File: src/rtl/op_sequencer.sv
// Stack-machine op sequencer: pops operands, runs ALU/compare, pushes results
// and reports the PC increment / jump for each accepted op.
module op_sequencer #(
    parameter int DATA_W   = 32,
    parameter int OFFSET_W = 16
) (
    input  logic                clk,
    input  logic                rst_n,
    input  logic                op_valid,
    input  logic [2:0]          op_kind,
    input  logic [3:0]          op_alu,
    input  logic [3:0]          op_cmp,
    input  logic [DATA_W-1:0]   op_const,
    input  logic [7:0]          arg1,
    input  logic [7:0]          arg2,
    input  logic [1:0]          argc,
    input  logic [1:0]          pops,
    input  logic [DATA_W-1:0]   stack_rdata,
    input  logic                stack_done,
    output logic [DATA_W-1:0]   stack_wdata,
    output logic                stack_push,
    output logic                stack_trigger,
    output logic [OFFSET_W-1:0] offset,
    output logic                jump,
    output logic                op_done,
    output logic                err,
    output logic                busy
);
    localparam int SH = $clog2(DATA_W);
    localparam logic [2:0] K_NOP = 3'd0, K_CONST = 3'd1, K_ARG = 3'd2,
                           K_ALU = 3'd3, K_CMP = 3'd4, K_GOTO = 3'd5;

    typedef enum logic [2:0] {IDLE, POP, POPWAIT, COMP, EXEC, PUSHWAIT} state_t;
    state_t state;

    logic [2:0]          k_q;
    logic [3:0]          alu_q, cmp_q;
    logic [DATA_W-1:0]   const_q, opa, opb;
    logic [7:0]          arg1_q, arg2_q;
    logic [1:0]          argc_q, rem;
    logic                taken;

    logic                illegal, cmp_res;
    logic [DATA_W-1:0]   alu_res, push_data, rhs;
    logic [SH-1:0]       shamt;
    logic [OFFSET_W-1:0] done_off, nop_off;

    always_comb begin
        illegal = (op_kind > K_GOTO) || (pops == 2'd3) ||
                  (op_kind == K_ALU && op_alu > 4'd9) ||
                  (op_kind == K_CMP && op_cmp[2:0] > 3'd5) ||
                  (op_kind == K_ARG && !(argc == 2'd1 || argc == 2'd2));
        shamt = opb[SH-1:0];
        alu_res = '0;
        case (alu_q)
            4'd0: alu_res = opa + opb;
            4'd1: alu_res = opa - opb;
            4'd2: alu_res = opa * opb;
            4'd3: alu_res = opa & opb;
            4'd4: alu_res = opa | opb;
            4'd5: alu_res = opa ^ opb;
            4'd6: alu_res = opa << shamt;
            4'd7: alu_res = DATA_W'($signed(opa) >>> shamt);
            4'd8: alu_res = opa >> shamt;
            4'd9: alu_res = '0 - opa;
            default: alu_res = '0;
        endcase
        rhs = cmp_q[3] ? opb : '0;
        cmp_res = 1'b0;
        case (cmp_q[2:0])
            3'd0: cmp_res = (opa == rhs);
            3'd1: cmp_res = (opa != rhs);
            3'd2: cmp_res = ($signed(opa) <  $signed(rhs));
            3'd3: cmp_res = ($signed(opa) <= $signed(rhs));
            3'd4: cmp_res = ($signed(opa) >= $signed(rhs));
            3'd5: cmp_res = ($signed(opa) >  $signed(rhs));
            default: cmp_res = 1'b0;
        endcase
        push_data = alu_res;
        if (k_q == K_CONST)
            push_data = const_q;
        else if (k_q == K_ARG && argc_q == 2'd1)
            push_data = DATA_W'($signed(arg1_q));
        else if (k_q == K_ARG)
            push_data = DATA_W'($signed({arg1_q, arg2_q}));
        done_off = taken ? OFFSET_W'($signed({arg1_q, arg2_q}))
                         : OFFSET_W'({1'b0, argc_q} + 3'd1);
        nop_off  = OFFSET_W'({1'b0, argc} + 3'd1);
    end

    always_ff @(posedge clk or negedge rst_n) begin
        if (!rst_n) begin
            state         <= IDLE;
            stack_trigger <= 1'b0;
            stack_push    <= 1'b0;
            stack_wdata   <= '0;
            op_done       <= 1'b0;
            err           <= 1'b0;
            busy          <= 1'b0;
            jump          <= 1'b0;
            offset        <= OFFSET_W'(1);
            opa           <= '0;
            opb           <= '0;
            k_q           <= K_NOP;
            alu_q         <= '0;
            cmp_q         <= '0;
            const_q       <= '0;
            arg1_q        <= '0;
            arg2_q        <= '0;
            argc_q        <= '0;
            rem           <= '0;
            taken         <= 1'b0;
        end else begin
            stack_trigger <= 1'b0;
            op_done       <= 1'b0;
            err           <= 1'b0;
            case (state)
                IDLE: begin
                    busy <= 1'b0;
                    // op_done high here means the previous op finishes this cycle
                    if (op_valid && !op_done) begin
                        if (op_kind == K_NOP) begin
                            op_done <= 1'b1;
                            offset  <= nop_off;
                            jump    <= 1'b0;
                        end else begin
                            busy    <= 1'b1;
                            k_q     <= op_kind;
                            alu_q   <= op_alu;
                            cmp_q   <= op_cmp;
                            const_q <= op_const;
                            arg1_q  <= arg1;
                            arg2_q  <= arg2;
                            argc_q  <= argc;
                            rem     <= pops;
                            opa     <= '0;
                            opb     <= '0;
                            taken   <= (op_kind == K_GOTO);
                            if (illegal) begin
                                op_done <= 1'b1;
                                err     <= 1'b1;
                            end else if ((op_kind == K_ALU || op_kind == K_CMP) && pops != 2'd0)
                                state <= POP;
                            else if (op_kind == K_CMP)
                                state <= COMP;
                            else
                                state <= EXEC;
                        end
                    end
                end
                POP: begin
                    stack_trigger <= 1'b1;
                    stack_push    <= 1'b0;
                    state         <= POPWAIT;
                end
                POPWAIT: if (stack_done) begin
                    // with two pops the top of stack is the right-hand operand
                    if (rem == 2'd2) opb <= stack_rdata;
                    else             opa <= stack_rdata;
                    rem <= rem - 2'd1;
                    if (rem != 2'd1)       state <= POP;
                    else if (k_q == K_CMP) state <= COMP;
                    else                   state <= EXEC;
                end
                COMP: begin
                    taken <= cmp_res;
                    state <= EXEC;
                end
                EXEC: begin
                    if (k_q == K_CMP || k_q == K_GOTO) begin
                        op_done <= 1'b1;
                        offset  <= done_off;
                        jump    <= taken;
                        state   <= IDLE;
                    end else begin
                        stack_trigger <= 1'b1;
                        stack_push    <= 1'b1;
                        stack_wdata   <= push_data;
                        state         <= PUSHWAIT;
                    end
                end
                PUSHWAIT: if (stack_done) begin
                    op_done <= 1'b1;
                    offset  <= done_off;
                    jump    <= taken;
                    state   <= IDLE;
                end
                default: state <= IDLE;
            endcase
        end
    end
endmodule

File: config.mk
export PLATFORM = sky130hd
export DESIGN_NAME = op_sequencer
export DESIGN_NICKNAME = d
export VERILOG_FILES = /design/src/rtl/op_sequencer.sv
export SDC_FILE = /design/constraint.sdc
export NUM_CORES = 2
export LEC_CHECK = 0
export BUFFER_PORTS_ARGS = -buffer_cell sky130_fd_sc_hd__clkbuf_2
export CAP_MARGIN = 40
export CORE_MARGIN = 1
export CORE_UTILIZATION = 40
export CTS_CLUSTER_DIAMETER = 200
export DETAILED_ROUTE_END_ITERATION = 16
export HOLD_SLACK_MARGIN = 0.05
export SKIP_CTS_REPAIR_TIMING = 1
export SYNTH_ARGS = -nofsm -noshare
export SYNTH_HDL_FRONTEND = slang
export SYNTH_SLANG_ARGS = --single-unit
File: constraint.sdc
create_clock -name clk -period 10.9 [get_ports clk]
set_clock_uncertainty 0.2 [all_clocks]
set_input_delay 2.18 -clock clk [delete_from_list [all_inputs] [get_ports clk]]
set_output_delay 2.18 -clock clk [all_outputs]
set_load 0.05 [all_outputs]
======== Yosys cells after proc, flatten, opt, wreduce, memory -nomap -nowiden ========
Index checks and enable logic that the tools add are counted.
operators by class
  $add $sub $neg .......................... 6
  multiply operators ...................... 1
  order comparisons ....................... 7
  equal/unequal tests ..................... 45
  shift operators ......................... 3
  mux-type cells .......................... 58
  bitwise logic cells ..................... 5
  reductions and logical operators ........ 33
operators by type and width
  kind                                                                 count
  32-bit two-way mux                                                   10
  32-bit case mux with 10 select lines                                 1
  32-bit case mux with 2 select lines                                  2
  16-bit two-way mux                                                   5
  16-bit case mux with 3 select lines                                  1
  32-bit adder                                                         1
  32-bit AND                                                           1
  32-bit == test                                                       1
  32-bit >= comparator                                                 1
  32-bit > comparator                                                  1
  32-bit less-or-equal comparator                                      1
  32-bit < comparator                                                  1
  32-bit by 32-bit multiplier with 32-bit output                       1
  32-bit inequality test                                               1
  32-bit OR                                                            1
  32-bit by 5-bit << shifter with 32-bit output                        1
  32-bit by 5-bit right shift with 32-bit output                       1
  32-bit by 5-bit >>> shifter with 32-bit output                       1
  1-bit by 32-bit subtractor with 32-bit output, first input constant  1
  32-bit subtractor                                                    1
  32-bit bitwise XOR                                                   1
  3-bit two-way mux                                                    10
  3-bit == test, second input constant                                 8
  3-bit by 2-bit == test with 1-bit output, second input constant      7
  32 further kinds                                                     98
word-level totals
  register bits after elaboration ......... 185
  output and inout port bits .............. 54
  word-level logic and storage cells ...... 178

======== Logic depth before layout (Yosys ltp) ========
  depth after elaboration ................. 9
  depth in mapped cells ................... 31

======== Least setup slack after synthesis ========
Ideal clock, no wire load.
  kind .................................... register -> register
  from .................................... register opb[2]
  to ...................................... register stack_wdata[31]
  library setup time ...................... 87 ps
  arrival ................................. 8103 ps
  path slack .............................. 2511 ps
  stages on the path, launching flop included .. 28
  path buffers ............................ 4
  clock period less this slack ............ 8389 ps
  cells stage by stage .................... dfrtp_1 > clkbuf_1 > clkinv_1 > buf_1 > clkbuf_1 > buf_1 > nor2_1 > fa_1 > inv_1 > fa_1 > fa_1 > fa_1 > inv_1 > fa_1 > inv_1 > fa_1 > inv_1 > fa_1 > fa_1 > ha_1 > nand3_1 > or4_1 > o32ai_1 > o21bai_1 > o21ai_0 > a21oi_1 > or4b_2 > o211ai_1
between the ends
  cells in the longest elaborated chain, start to end .. 5
ends and longest elaborated chain
  item                                                                    RTL line  text
  start, declared                                                         38        logic [DATA_W-1:0] const_q, opa, opb;
  start signal, assigned                                                  158       if (rem == 2'd2) opb <= stack_rdata;
  32-bit by 32-bit multiplier with 32-bit output (tied with other cells)  58        4'd2: alu_res = opa * opb;
  32-bit case mux with 10 select lines (*)                                55        case (alu_q)
  32-bit two-way mux (*)                                                  84        else if (k_q == K_ARG)
  32-bit two-way mux (*)                                                  82        else if (k_q == K_ARG && argc_q == 2'd1)
  32-bit two-way mux (*)                                                  80        if (k_q == K_CONST)
  end signal, assigned                                                    178       stack_wdata <= push_data;
  end, declared                                                           20        output logic [DATA_W-1:0] stack_wdata,
Every way passes the cells marked *; elsewhere a longest branch is shown, timed or not.
A chain may end at the register's enable or synchronous reset.

======== Final worst setup path ========
  from .................................... register opb[14]
  to ...................................... register stack_wdata[31]
between the ends
  cells in the longest elaborated chain, start to end .. 5
ends and longest elaborated chain
  item                                                                    RTL line
  32-bit by 32-bit multiplier with 32-bit output (tied with other cells)  58
  32-bit case mux with 10 select lines (*)                                55
  32-bit two-way mux (*)                                                  84
  32-bit two-way mux (*)                                                  82
  32-bit two-way mux (*)                                                  80
Marked as above.

==> summary.md <==
| Metric | Value |
|---|---|
| Clock network power share | approximately 7% |
| Clock Latency Late Sink | approximately 0.52 ns |
| Worst-margin pin slew | just under 1 ns |
| Slew Viols, Final | 0 |
| Combinational power share | 80.9% |
| Synth Area per Inst | 8.38 um^2 |
| Max Cap Viol | 0 |
| Status | complete, no violations |
| Ranking of synthesized cells by area | fa_1 (26%), dfrtp_1 (14%), ha_1 (10%), nor2_1 (6.1%), nand2_1 (5.5%) |
| Mapped Cells | ~3800 |
| Sequential share of the synthesized area | about 14% |
| Placed cells | between 4000 and 5000 |
| Highest Clock Rate | around 110 MHz |
| Final setup viols | 0 |
| RSZ-0062 raised after global routing | false |
| Setup crit end kind | flip-flop |
| Async set-reset flop share out of synthesis | 100% |
| Site Rows | ~100 |
| Root Buffer Master | clkbuf_16 |
| Post-route cell area | roughly 35000 um^2 |
| Total grt overflow | 0 |
| Area of the multi-input gates | 24800 um^2 |
| Final Non-Filler Cells | just under 5000 |
| Post-synth top area share | between 20% and 30% |
| Placer Congestion | ~1.1 |
| Width of the die | 285 um |
| Setup_tns | 0 ns |
| Worst R2R Setup Slack | between 1.5 and 2 ns |
| Final wirelength | between 100000 and 150000 um |
| Layout cells sized above 1 | 11.5% |
| Setup WS post-layout | between 1.5 and 2 ns |
| Cell Area, Placed | between 30000 and 40000 um^2 |
| Static Leakage | roughly 16 nW |
| Nature of the critical path startpoint | flip-flop |
| Starting density of the core | roughly two fifths |
| Simple-gate area share of the yosys netlist | ~16% |
| Top Ports | between 150 and 200 |
| Max transition margin | between 30% and 40% |
| # port buffers | about 150 |
| Post-route ant nets | 0 |
| Tcrit/Tclk final | 85.7% |
| Mux contribution to synthesized area | roughly 6.8% |
| Final net count | 4611 |
| Crit-path max FO | 16 |
| Hold Path Class | flip-flop to flip-flop |
| Compound-Gate Fraction of Synth Area | between 10% and 20% |
| DR pass1 iterations | 7 |
| Area Overhead vs Synth | 8.46% |
| Die H | 285 um |
| Starting DRC count in detailed routing | roughly 3600 |
| Cell area power density | around 290 nW/um^2 |
| CTS tree | yes |
| Total power | about 10 mW |
| Fin crit period | between 9 and 10 ns |
| # DRC | 0 |
| Adder-cell area share of the yosys netlist | between 30% and 40% |
| Sw Pwr | 6.19 mW |
| Total Routing Usage GR | 34.0% |
| Syn_nets | 4592 |
| Synth Cell Area | about 32000 um^2 |
| Hold Vio Cnt, Final | 0 |
| ANT cells | 0 |
| Register area | 4640 um^2 |
| Final core occ | a little over two fifths |
| Required @ worst endpoint | ~11 ns |
| WL per Instance | approximately 28 um |
| First-pass GRT wire length | between 200000 and 250000 um |
| Worst slack on hold paths | about 0.28 ns |
| Largest net degree at the start of global routing | 93 |
| CTS H-tree depth | 4 |
| Post-synth EDFFs | 0 |
| Synth Flop Type | dfrtp_1 |
| Core footprint | about 80000 um^2 |
| Pint | ~4.0 mW |
| Place WS | between 1.5 and 2 ns |
| Number of global-route vias before repair | about 30000 |
| DR vias | about 30000 |
| Arr. time, crit path | around 9.6 ns |
| Fill count | a little over 8000 |
| Antenna violations before repair | 3 |
| VDD IR max | 0.210 mV |
| #FFs+latches synth | around 190 |
| Seq pwr share | approximately 12% |
| Distinct cell type count after synthesis | 81 |
| Largest family of logic cells by synthesized area | adder cells |
| Critical path class | flip-flop to flip-flop |
| Synthesis Warnings | 0 |
| Sw Ratio | between 60% and 70% |
| TritonCTS Buffers | 17 |
| Max clock buf depth | 2 |
| Avg Vias per Cell | between 6 and 7 |
| Die area | approximately 80000 um^2 |
| DP HPWL | 103000 um |
| Clk pin slew, worst setup/hold paths | ~0.09 ns |
| Post-Synth XOR/XNOR Area | around 4.3% |
| Sink Count | approximately 190 |
| Synth area leader | fa_1 |
==> cell type report <==
| type | instances | area share [%] |
|---|---|---|
| clock buffers | 17 | 1.22 |
| clock inverters | 15 | 0.640 |
| inverters | 459 | 4.95 |
| multi-input cells | 2923 | 71.3 |
| flip-flops and latches | 185 | 13.3 |
| well taps | 1050 | 3.78 |
| repair buffers | 259 | 4.80 |
==> critical path, cell delays in order (launching register included) <==
cell and delay (ns):
dfrtp_1 0.79, clkinv_1 0.84, nor2_1 0.38, fa_1 0.46, fa_1 0.53, inv_1 0.05
fa_1 0.45, fa_1 0.51, fa_1 0.55, inv_1 0.06, fa_1 0.47, fa_1 0.52
fa_1 0.42, ha_1 0.39, a21oi_1 0.18, o21ai_0 0.13, a21o_1 0.23, a21oi_1 0.16
o21ai_0 0.24, nor3_1 0.47, o21ai_0 0.26, nand3_1 0.13, or4b_2 0.68, o211ai_1 0.14
==> per-layer routing <==
layer,GRT usage (%),routed length (um),up-vias
li1,-,-,12700
met1,46.4,55000,14700
met2,48.8,57300,1915
met3,10.4,17100,402
met4,16.6,7820,6
met5,0,76,-
==> power groups by stage <==
stage               Sequential (mW)  Clock (mW)  Combinational (mW)
floorplan                      1.34           0                5.05
global placement               1.23           0                7.86
detailed placement             1.24           0                7.89
CTS                            1.23       0.727                7.93
global route                   1.26       0.749                8.67
finish                         1.24       0.715                8.26
==> layout by cell type, fill, tap and decap left out, types with 34 or more instances in the layout <==
master,instances
mux2i_1,48
o21ai_0,230
xnor2_1,129
mux2_2,70
nor2_1,520
dfrtp_1,179
buf_4,98
a21oi_1,158
nand2_1,473
inv_1,436
mux4_2,41
fa_1,409
nand3_1,34
nor3_1,45
clkbuf_2,151
a21o_1,34
ha_1,258
==> cells in the mapped netlist, types with 16 or more instances <==
| library cell | number |
|---|---|
| a21oi_1 | 158 |
| nand3_1 | 34 |
| nor3_1 | 48 |
| dfrtp_1 | 184 |
| nand4_1 | 18 |
| o21ai_0 | 230 |
| o22ai_1 | 17 |
| xor2_1 | 28 |
| mux4_2 | 41 |
| clkinv_1 | 19 |
| nand2_1 | 473 |
| mux2_2 | 70 |
| xnor2_1 | 129 |
| a21o_1 | 35 |
| o211ai_1 | 32 |
| inv_1 | 437 |
| mux2i_1 | 48 |
| clkbuf_1 | 205 |
| o221ai_1 | 16 |
| a221oi_1 | 31 |
| buf_1 | 45 |
| ha_1 | 258 |
| a211oi_1 | 26 |
| nor2_1 | 521 |
| o31ai_1 | 17 |
| a31oi_1 | 22 |
| fa_1 | 409 |
==> sequential cells by signal, summed over array words and instances (netlist names) <==
register	cells
alu_q	4
arg1_q	8
arg2_q	8
argc_q	2
busy	1
cmp_q	4
const_q	32
err	1
jump	1
k_q	3
offset	16
op_done	1
opa	32
opb	32
rem	2
stack_push	1
stack_trigger	1
stack_wdata	32
state	3
taken	1
==> final timing paths <==
kind,from,end,cells after the start
setup / recovery,opb[14],stack_wdata[31],23
hold / removal,offset[0],offset[0],2
setup reg to reg,opb[14],stack_wdata[31],23
hold reg to reg,offset[0],offset[0],2
max in group asynchronous,rst_n,opb[1],3
min in group asynchronous,rst_n,stack_wdata[29],1
==> logic make-up after synthesis <==
| family | after synthesis |
|---|---|
| buffers and inverters | 718 |
| muxes | 159 |
| adders and majority gates | 667 |
| AOI/OAI and AO/OA | 716 |
| DFF | 185 |
| xor gates and xnor gates | 158 |
| and+or+nand+nor | 1223 |
(Power assumes the default switching activity.)
